--- src/rtl/arm_fetch_queue_if.sv ---
// rtl/arm_fetch_queue_if.sv - instruction-memory, redirect and core-facing bundle of the fetch queue
//
// master: the fetch queue (drives imem requests and the PC/IC/ic_valid presentation)
// slave : memory + core side (drives ready, responses, redirect and stall)
interface arm_fetch_queue_if #(
    parameter int ADDR_W = 64
);
    logic              imem_req_valid;
    logic              imem_req_ready;
    logic [ADDR_W-1:0] imem_req_addr;
    logic              imem_rsp_valid;
    logic [31:0]       imem_rsp_data;
    logic              redirect;
    logic [ADDR_W-1:0] redirect_pc;
    logic              stall;
    logic [ADDR_W-1:0] PC;
    logic [31:0]       IC;
    logic              ic_valid;

    modport master (
        output imem_req_valid, imem_req_addr, PC, IC, ic_valid,
        input  imem_req_ready, imem_rsp_valid, imem_rsp_data, redirect, redirect_pc, stall
    );

    modport slave (
        input  imem_req_valid, imem_req_addr, PC, IC, ic_valid,
        output imem_req_ready, imem_rsp_valid, imem_rsp_data, redirect, redirect_pc, stall
    );
endinterface

--- src/rtl/arm_fetch_queue.sv ---
// rtl/arm_fetch_queue.sv - in-order instruction fetch queue feeding the core's PC/IC inputs
//
// Ports:
//   CLOCK  in  single clock, all state updates on the rising edge
//   RESET  in  asynchronous active-low reset
//   bus    arm_fetch_queue_if.master
//            imem_req_valid/ready/addr  word requests to instruction memory
//            imem_rsp_valid/data        in-order responses
//            redirect/redirect_pc       branch redirect (flush + refetch)
//            stall                      core cannot consume this cycle
//            PC/IC/ic_valid             registered instruction presented to the core
module arm_fetch_queue #(
    parameter int                DEPTH    = 4,
    parameter int                ADDR_W   = 64,
    parameter logic [ADDR_W-1:0] RESET_PC = '0
) (
    input logic               CLOCK,
    input logic               RESET,
    arm_fetch_queue_if.master bus
);
    localparam int PW = (DEPTH > 1) ? $clog2(DEPTH) : 1;
    localparam int CW = PW + 1;
    localparam int SW = CW + 1;

    typedef enum logic {RUN, DRAIN} state_t;

    state_t            state;
    logic [ADDR_W-1:0] fetch_pc;
    logic [CW-1:0]     in_flight;
    logic [CW-1:0]     discard;
    logic [CW-1:0]     q_cnt;
    logic [PW-1:0]     tag_wr, tag_rd;
    logic [PW-1:0]     q_wr, q_rd;

    logic [ADDR_W-1:0] tag_mem [DEPTH];
    logic [ADDR_W-1:0] q_pc    [DEPTH];
    logic [31:0]       q_ic    [DEPTH];

    logic              credit, accept, rsp_ok, drop, push, pop, load;
    logic [SW-1:0]     committed;
    logic [CW-1:0]     in_flight_nxt, discard_nxt;

    // The presented entry (ic_valid) counts toward occupancy, so DEPTH
    // bounds everything the fetcher has committed to: presented, queued
    // and still in memory.
    always_comb begin
        committed     = SW'(q_cnt) + SW'(bus.ic_valid) + SW'(in_flight);
        credit        = committed < SW'(DEPTH);
        accept        = bus.imem_req_valid && bus.imem_req_ready;
        // A response with nothing outstanding (e.g. one that straddled a
        // reset) has no matching tag and is ignored.
        rsp_ok        = bus.imem_rsp_valid && (in_flight != '0);
        drop          = rsp_ok && (discard != '0);
        push          = rsp_ok && !drop && !bus.redirect;
        pop           = bus.ic_valid && !bus.stall;
        load          = (q_cnt != '0) && (!bus.ic_valid || pop);
        in_flight_nxt = in_flight + CW'(accept) - CW'(rsp_ok);
        discard_nxt   = discard - CW'(drop);
    end

    // Gated by RESET so no request is shown while reset is held.
    assign bus.imem_req_valid = RESET && (state == RUN) && credit;
    assign bus.imem_req_addr  = fetch_pc;

    // Storage needs no reset: pointers and counts define what is live.
    always_ff @(posedge CLOCK) begin
        if (accept) begin
            tag_mem[tag_wr] <= fetch_pc;
        end
        if (push) begin
            q_pc[q_wr] <= tag_mem[tag_rd];
            q_ic[q_wr] <= bus.imem_rsp_data;
        end
    end

    always_ff @(posedge CLOCK or negedge RESET) begin
        if (!RESET) begin
            state        <= RUN;
            fetch_pc     <= RESET_PC;
            in_flight    <= '0;
            discard      <= '0;
            q_cnt        <= '0;
            tag_wr       <= '0;
            tag_rd       <= '0;
            q_wr         <= '0;
            q_rd         <= '0;
            bus.PC       <= '0;
            bus.IC       <= '0;
            bus.ic_valid <= 1'b0;
        end else begin
            in_flight <= in_flight_nxt;
            if (accept) begin
                tag_wr <= tag_wr + 1'b1;
            end
            if (rsp_ok) begin
                tag_rd <= tag_rd + 1'b1;
            end

            if (bus.redirect) begin
                // Everything still in memory after this edge belongs to the
                // wrong path, including a request accepted right now.
                fetch_pc     <= bus.redirect_pc;
                discard      <= in_flight_nxt;
                state        <= (in_flight_nxt != '0) ? DRAIN : RUN;
                q_cnt        <= '0;
                q_wr         <= '0;
                q_rd         <= '0;
                bus.ic_valid <= 1'b0;
                bus.IC       <= '0;
            end else begin
                if (accept) begin
                    fetch_pc <= fetch_pc + ADDR_W'(4);
                end
                discard <= discard_nxt;
                if (state == DRAIN && discard_nxt == '0) begin
                    state <= RUN;
                end
                if (push) begin
                    q_wr <= q_wr + 1'b1;
                end
                if (load) begin
                    bus.PC       <= q_pc[q_rd];
                    bus.IC       <= q_ic[q_rd];
                    bus.ic_valid <= 1'b1;
                    q_rd         <= q_rd + 1'b1;
                end else if (pop) begin
                    // PC keeps its last value on a bubble.
                    bus.ic_valid <= 1'b0;
                    bus.IC       <= '0;
                end
                q_cnt <= q_cnt + CW'(push) - CW'(load);
            end
        end
    end
endmodule
--- src/flat_wrapper.sv ---
// flat-port wrapper written by rule: the top's interface ports become plain ports
module arm_fetch_queue_flat 
#(
    parameter int                DEPTH    = 4,
    parameter int                ADDR_W   = 64,
    parameter logic [ADDR_W-1:0] RESET_PC = '0
)
  (CLOCK, RESET, bus_imem_req_valid, bus_imem_req_addr, bus_PC, bus_IC, bus_ic_valid, bus_imem_req_ready, bus_imem_rsp_valid, bus_imem_rsp_data, bus_redirect, bus_redirect_pc, bus_stall);
  arm_fetch_queue_if #(.ADDR_W(ADDR_W)) bus_i ();
  input logic CLOCK;
  input logic RESET;
  output wire logic [$bits(bus_i.imem_req_valid)-1:0] bus_imem_req_valid;
  output wire logic [$bits(bus_i.imem_req_addr)-1:0] bus_imem_req_addr;
  output wire logic [$bits(bus_i.PC)-1:0] bus_PC;
  output wire logic [$bits(bus_i.IC)-1:0] bus_IC;
  output wire logic [$bits(bus_i.ic_valid)-1:0] bus_ic_valid;
  input wire logic [$bits(bus_i.imem_req_ready)-1:0] bus_imem_req_ready;
  input wire logic [$bits(bus_i.imem_rsp_valid)-1:0] bus_imem_rsp_valid;
  input wire logic [$bits(bus_i.imem_rsp_data)-1:0] bus_imem_rsp_data;
  input wire logic [$bits(bus_i.redirect)-1:0] bus_redirect;
  input wire logic [$bits(bus_i.redirect_pc)-1:0] bus_redirect_pc;
  input wire logic [$bits(bus_i.stall)-1:0] bus_stall;
  assign bus_imem_req_valid = bus_i.imem_req_valid;
  assign bus_imem_req_addr = bus_i.imem_req_addr;
  assign bus_PC = bus_i.PC;
  assign bus_IC = bus_i.IC;
  assign bus_ic_valid = bus_i.ic_valid;
  assign bus_i.imem_req_ready = bus_imem_req_ready;
  assign bus_i.imem_rsp_valid = bus_imem_rsp_valid;
  assign bus_i.imem_rsp_data = bus_imem_rsp_data;
  assign bus_i.redirect = bus_redirect;
  assign bus_i.redirect_pc = bus_redirect_pc;
  assign bus_i.stall = bus_stall;
  arm_fetch_queue #(.DEPTH(DEPTH), .ADDR_W(ADDR_W), .RESET_PC(RESET_PC)) u_core (.CLOCK(CLOCK), .RESET(RESET), .bus(bus_i));
endmodule
--- config.mk ---
export PLATFORM = sky130hd
export DESIGN_NAME = arm_fetch_queue_flat
export DESIGN_NICKNAME = d
export VERILOG_FILES = /design/src/rtl/arm_fetch_queue_if.sv /design/src/rtl/arm_fetch_queue.sv /design/src/flat_wrapper.sv
export SDC_FILE = /design/constraint.sdc
export NUM_CORES = 1
export LEC_CHECK = 0
export ABC_AREA = 1
export CAP_MARGIN = 20
export CORE_MARGIN = 2
export CORE_UTILIZATION = 35
export CTS_CLUSTER_SIZE = 14
export DETAILED_ROUTE_END_ITERATION = 16
export SLEW_MARGIN = 20
export SYNTH_ARGS = -nofsm -noshare
export SYNTH_HDL_FRONTEND = slang
export SYNTH_SLANG_ARGS = --single-unit
--- constraint.sdc ---
create_clock -name CLOCK -period 5.9 [get_ports CLOCK]
set_clock_uncertainty 0.05 [all_clocks]
set_input_delay 0.59 -clock CLOCK [delete_from_list [all_inputs] [get_ports CLOCK]]
set_output_delay 0.59 -clock CLOCK [all_outputs]
set_load 0.01 [all_outputs]
==> metrics.txt <==
vias in the first global route=21610; static power due to leakage=14.47 nW; clock slew at the register clock pins of the worst setup and hold paths=60 ps; depth of the CTS H-tree=3; sort of element at the start of the critical path=input pin; share of the yosys chip area belonging to registers=0.7142; final instance area=39940 µm²; instance area after placement=37160 µm²; Slew Limit Fails=0; Worst VDD drop=0.2251 mV; most common cell after layout, fill and taps aside=edfxtp_1; total vias in the final route=22292; Clock Tree Root=clkbuf_16; Hold Fails Final Rpt=0; final critical path time including I/O delays and setup=3551 ps; wire per inst=20.01 µm; share of flip-flops with an asynchronous set or reset after synthesis=0.2186; wire length of the first global-routing pass=135.0 mm; crit end category=output pin; share of cell area taken by muxes after synthesis=0; register cell area after layout=23710 µm²; number of buffers created by CTS=88; dominant combinational cell family by area after synthesis=simple AND/OR/NAND/NOR gates; share of the clock period used by the worst path=0.6018; HPWL after DPL=56.11 mm; simple-gate area share of the yosys netlist=0.1429; xor/xnor cell area share of the yosys netlist=0.008975; placeable core region=93610 µm²; commonest cells after routing, fill and taps aside=edfxtp_1, nand2_1, nor2_1, o21ai_0, clkdlybuf4s50_1; CTS tree=built; number of nets with antenna violations after routing=0; standard-cell row count=112; Pwr Total=0.01845 W; number of flops mapped to enable cells by yosys=640; flip-flop cell with the highest count after synthesis=edfxtp_1; vertical die dimension=311.9 µm; pwr dens=462.0 nW/µm²; gate count after technology mapping=2899; Clock Latency Late Sink=640 ps; accumulated negative setup slack=0 ps; unrepaired setup endpoints after global routing=no; Placer Congestion=0.9323; timing-limited maximum frequency=281.6 MHz; NumNets Final=3263; worst relative slew slack=0.3269; # setup viols final=0; total area of multi-input combinational cells=8471 µm²; number of different library cells in the post-synthesis netlist=35; peak fanout along the critical path=64; area of the mapped netlist=33180 µm²; run status=completed; IO Port Bufs=263; number of diodes=0; count of warnings emitted by yosys=0; maximum number of pins on one net before global-route repair=100; Hold Path Class=in -> reg; number of antenna violations at the first check in global routing=0; MaxCap Viol Count=0; number of flip-flops and latches in the synthesized netlist=819; data arrival time at the worst-slack endpoint=2910 ps; number of sinks on the clock net=819; drt pass-1 iters=6; Avg Cell Area, Syn=11.45 µm²; required time worst endpoint=5260 ps; DRC violations left=0; GR Overflow Total=0; category of the most critical setup path=in -> out; global-route total usage across every layer=0.1815; post-synthesis share of cell area spent on full adders, half adders and majority gates=0.007994; area of the die=97280 µm²; DRT iter0 DRCs=2051; actual transition at the worst max-transition pin=1010 ps; Die Wd=311.9 µm; # IOs=264; Initial Utilization=0.3545; post-synth net total=3021; maximum clock insertion buffer count=3; vias per cell=4.991; filler cell count in the final layout=8760; Area growth, synth to finish=20.37%; routed wire length=89.38 mm; fraction of layout instances using a drive strength above 1=0.06445; compound-gate portion of the synthesized area=0.09344
[synth_stat cells (all sizes together), types with 4 or more instances]
library cell  number  area share
xnor2             10      0.0026
inv              122       0.014
a21oi              6     0.00091
o21ai            350       0.053
o21bai             4     0.00091
edfxtp           640        0.58
nor2             471       0.055
nand3             95       0.014
a22o              32      0.0084
clkbuf           109       0.012
xor2              24      0.0063
nand4              8      0.0015
ha                18      0.0068
dfrtp            179        0.13
buf               38      0.0061
o22ai            160       0.030
nand2            621       0.071
[repair_timing]
item	4_1_cts	5_1_grt
resized for setup	0	0
setup buffers	0	0
hold buffers	1	0
hold endpoints to repair	61	0
[critical path, stage by stage]
cell and delay, ps:
dlygate4sd3_1 550, clkbuf_8 470, nand2_1 200, nor4_4 200
nand2_1 180, inv_1 100, clkdlybuf4s50_1 530
[area by class of cell]
class	instances	share of cell area
inverter	124	0.01175
timing repair buffer	299	0.07397
sequential	819	0.5936
clock buffer	103	0.05730
multi-input combinational	1809	0.2121
clock inverter	58	0.01200
tap	1254	0.03929
[registers in the layout, summed over array words and instances (netlist names)]
name	count
u_core.bus.imem_req_addr	64
u_core.bus.IC	32
u_core.q_wr	2
u_core.q_ic	128
u_core.in_flight	3
u_core.tag_wr	2
u_core.state	1
u_core.tag_mem	256
u_core.bus.ic_valid	1
u_core.q_pc	256
u_core.bus.PC	64
u_core.tag_rd	2
u_core.q_rd	2
u_core.discard	3
u_core.q_cnt	3
[power breakdown]
part / internal [W] / leakage, nW / total, W / switching [W]
sequential: 0.00732 / 8.01 / 0.00800 / 0.000688
clock: 0.00302 / 1.37 / 0.00528 / 0.00226
combinational: 0.00182 / 5.10 / 0.00517 / 0.00334
total: 0.0122 / 14.5 / 0.0185 / 0.00630
[stage by stage]
| step | hold slack (ps) | utilization | instances | setup WS (ps) |
|---|---|---|---|---|
| floorplan | 244.4 | - | 2899 | 183.9 |
| global placement | 403.2 | 0.3970 | 4304 | 2269 |
| detailed placement | 407.9 | 0.3970 | 4304 | 2245 |
| CTS | 300.0 | 0.4266 | 4466 | 2353 |
| global route | 345.4 | 0.4266 | 4466 | 2200 |
| finish | 330.8 | 0.4266 | 4466 | 2349 |
[kinds of logic after synthesis]
| logic type | after synthesis |
|---|---|
| buf+inv | 271 |
| flops | 819 |
| xor+xnor | 34 |
| simple gates | 1202 |
| compound gates | 553 |
| fa+ha+maj | 20 |
[routing by layer]
metal	part of all wire	routed length, µm	GRT usage	vias up
li1	-	-	-	10586
met1	0.45	40660	0.2601	10846
met2	0.46	41460	0.2872	736
met3	0.059	5313	0.03008	124
met4	0.022	1936	0.04666	0
met5	0	0	0	-
[worst paths after layout]
kind | from | endpoint | slack, ps | depth (start not counted)
setup / recovery | RESET | bus_imem_req_valid | 2350 | 7
hold / removal | bus_redirect | u_core.discard[2] | 330 | 3
setup reg to reg | u_core.tag_rd[0] | u_core.q_pc[0][57] | 2880 | 4
hold reg to reg | u_core.bus.PC[2] | u_core.bus.PC[2] | 420 | 2
max in group asynchronous | RESET | u_core.bus.imem_req_addr[52] | 3990 | 3
min in group asynchronous | RESET | u_core.bus.PC[4] | 480 | 2
No activity file was read; power rests on OpenSTA's default activity.
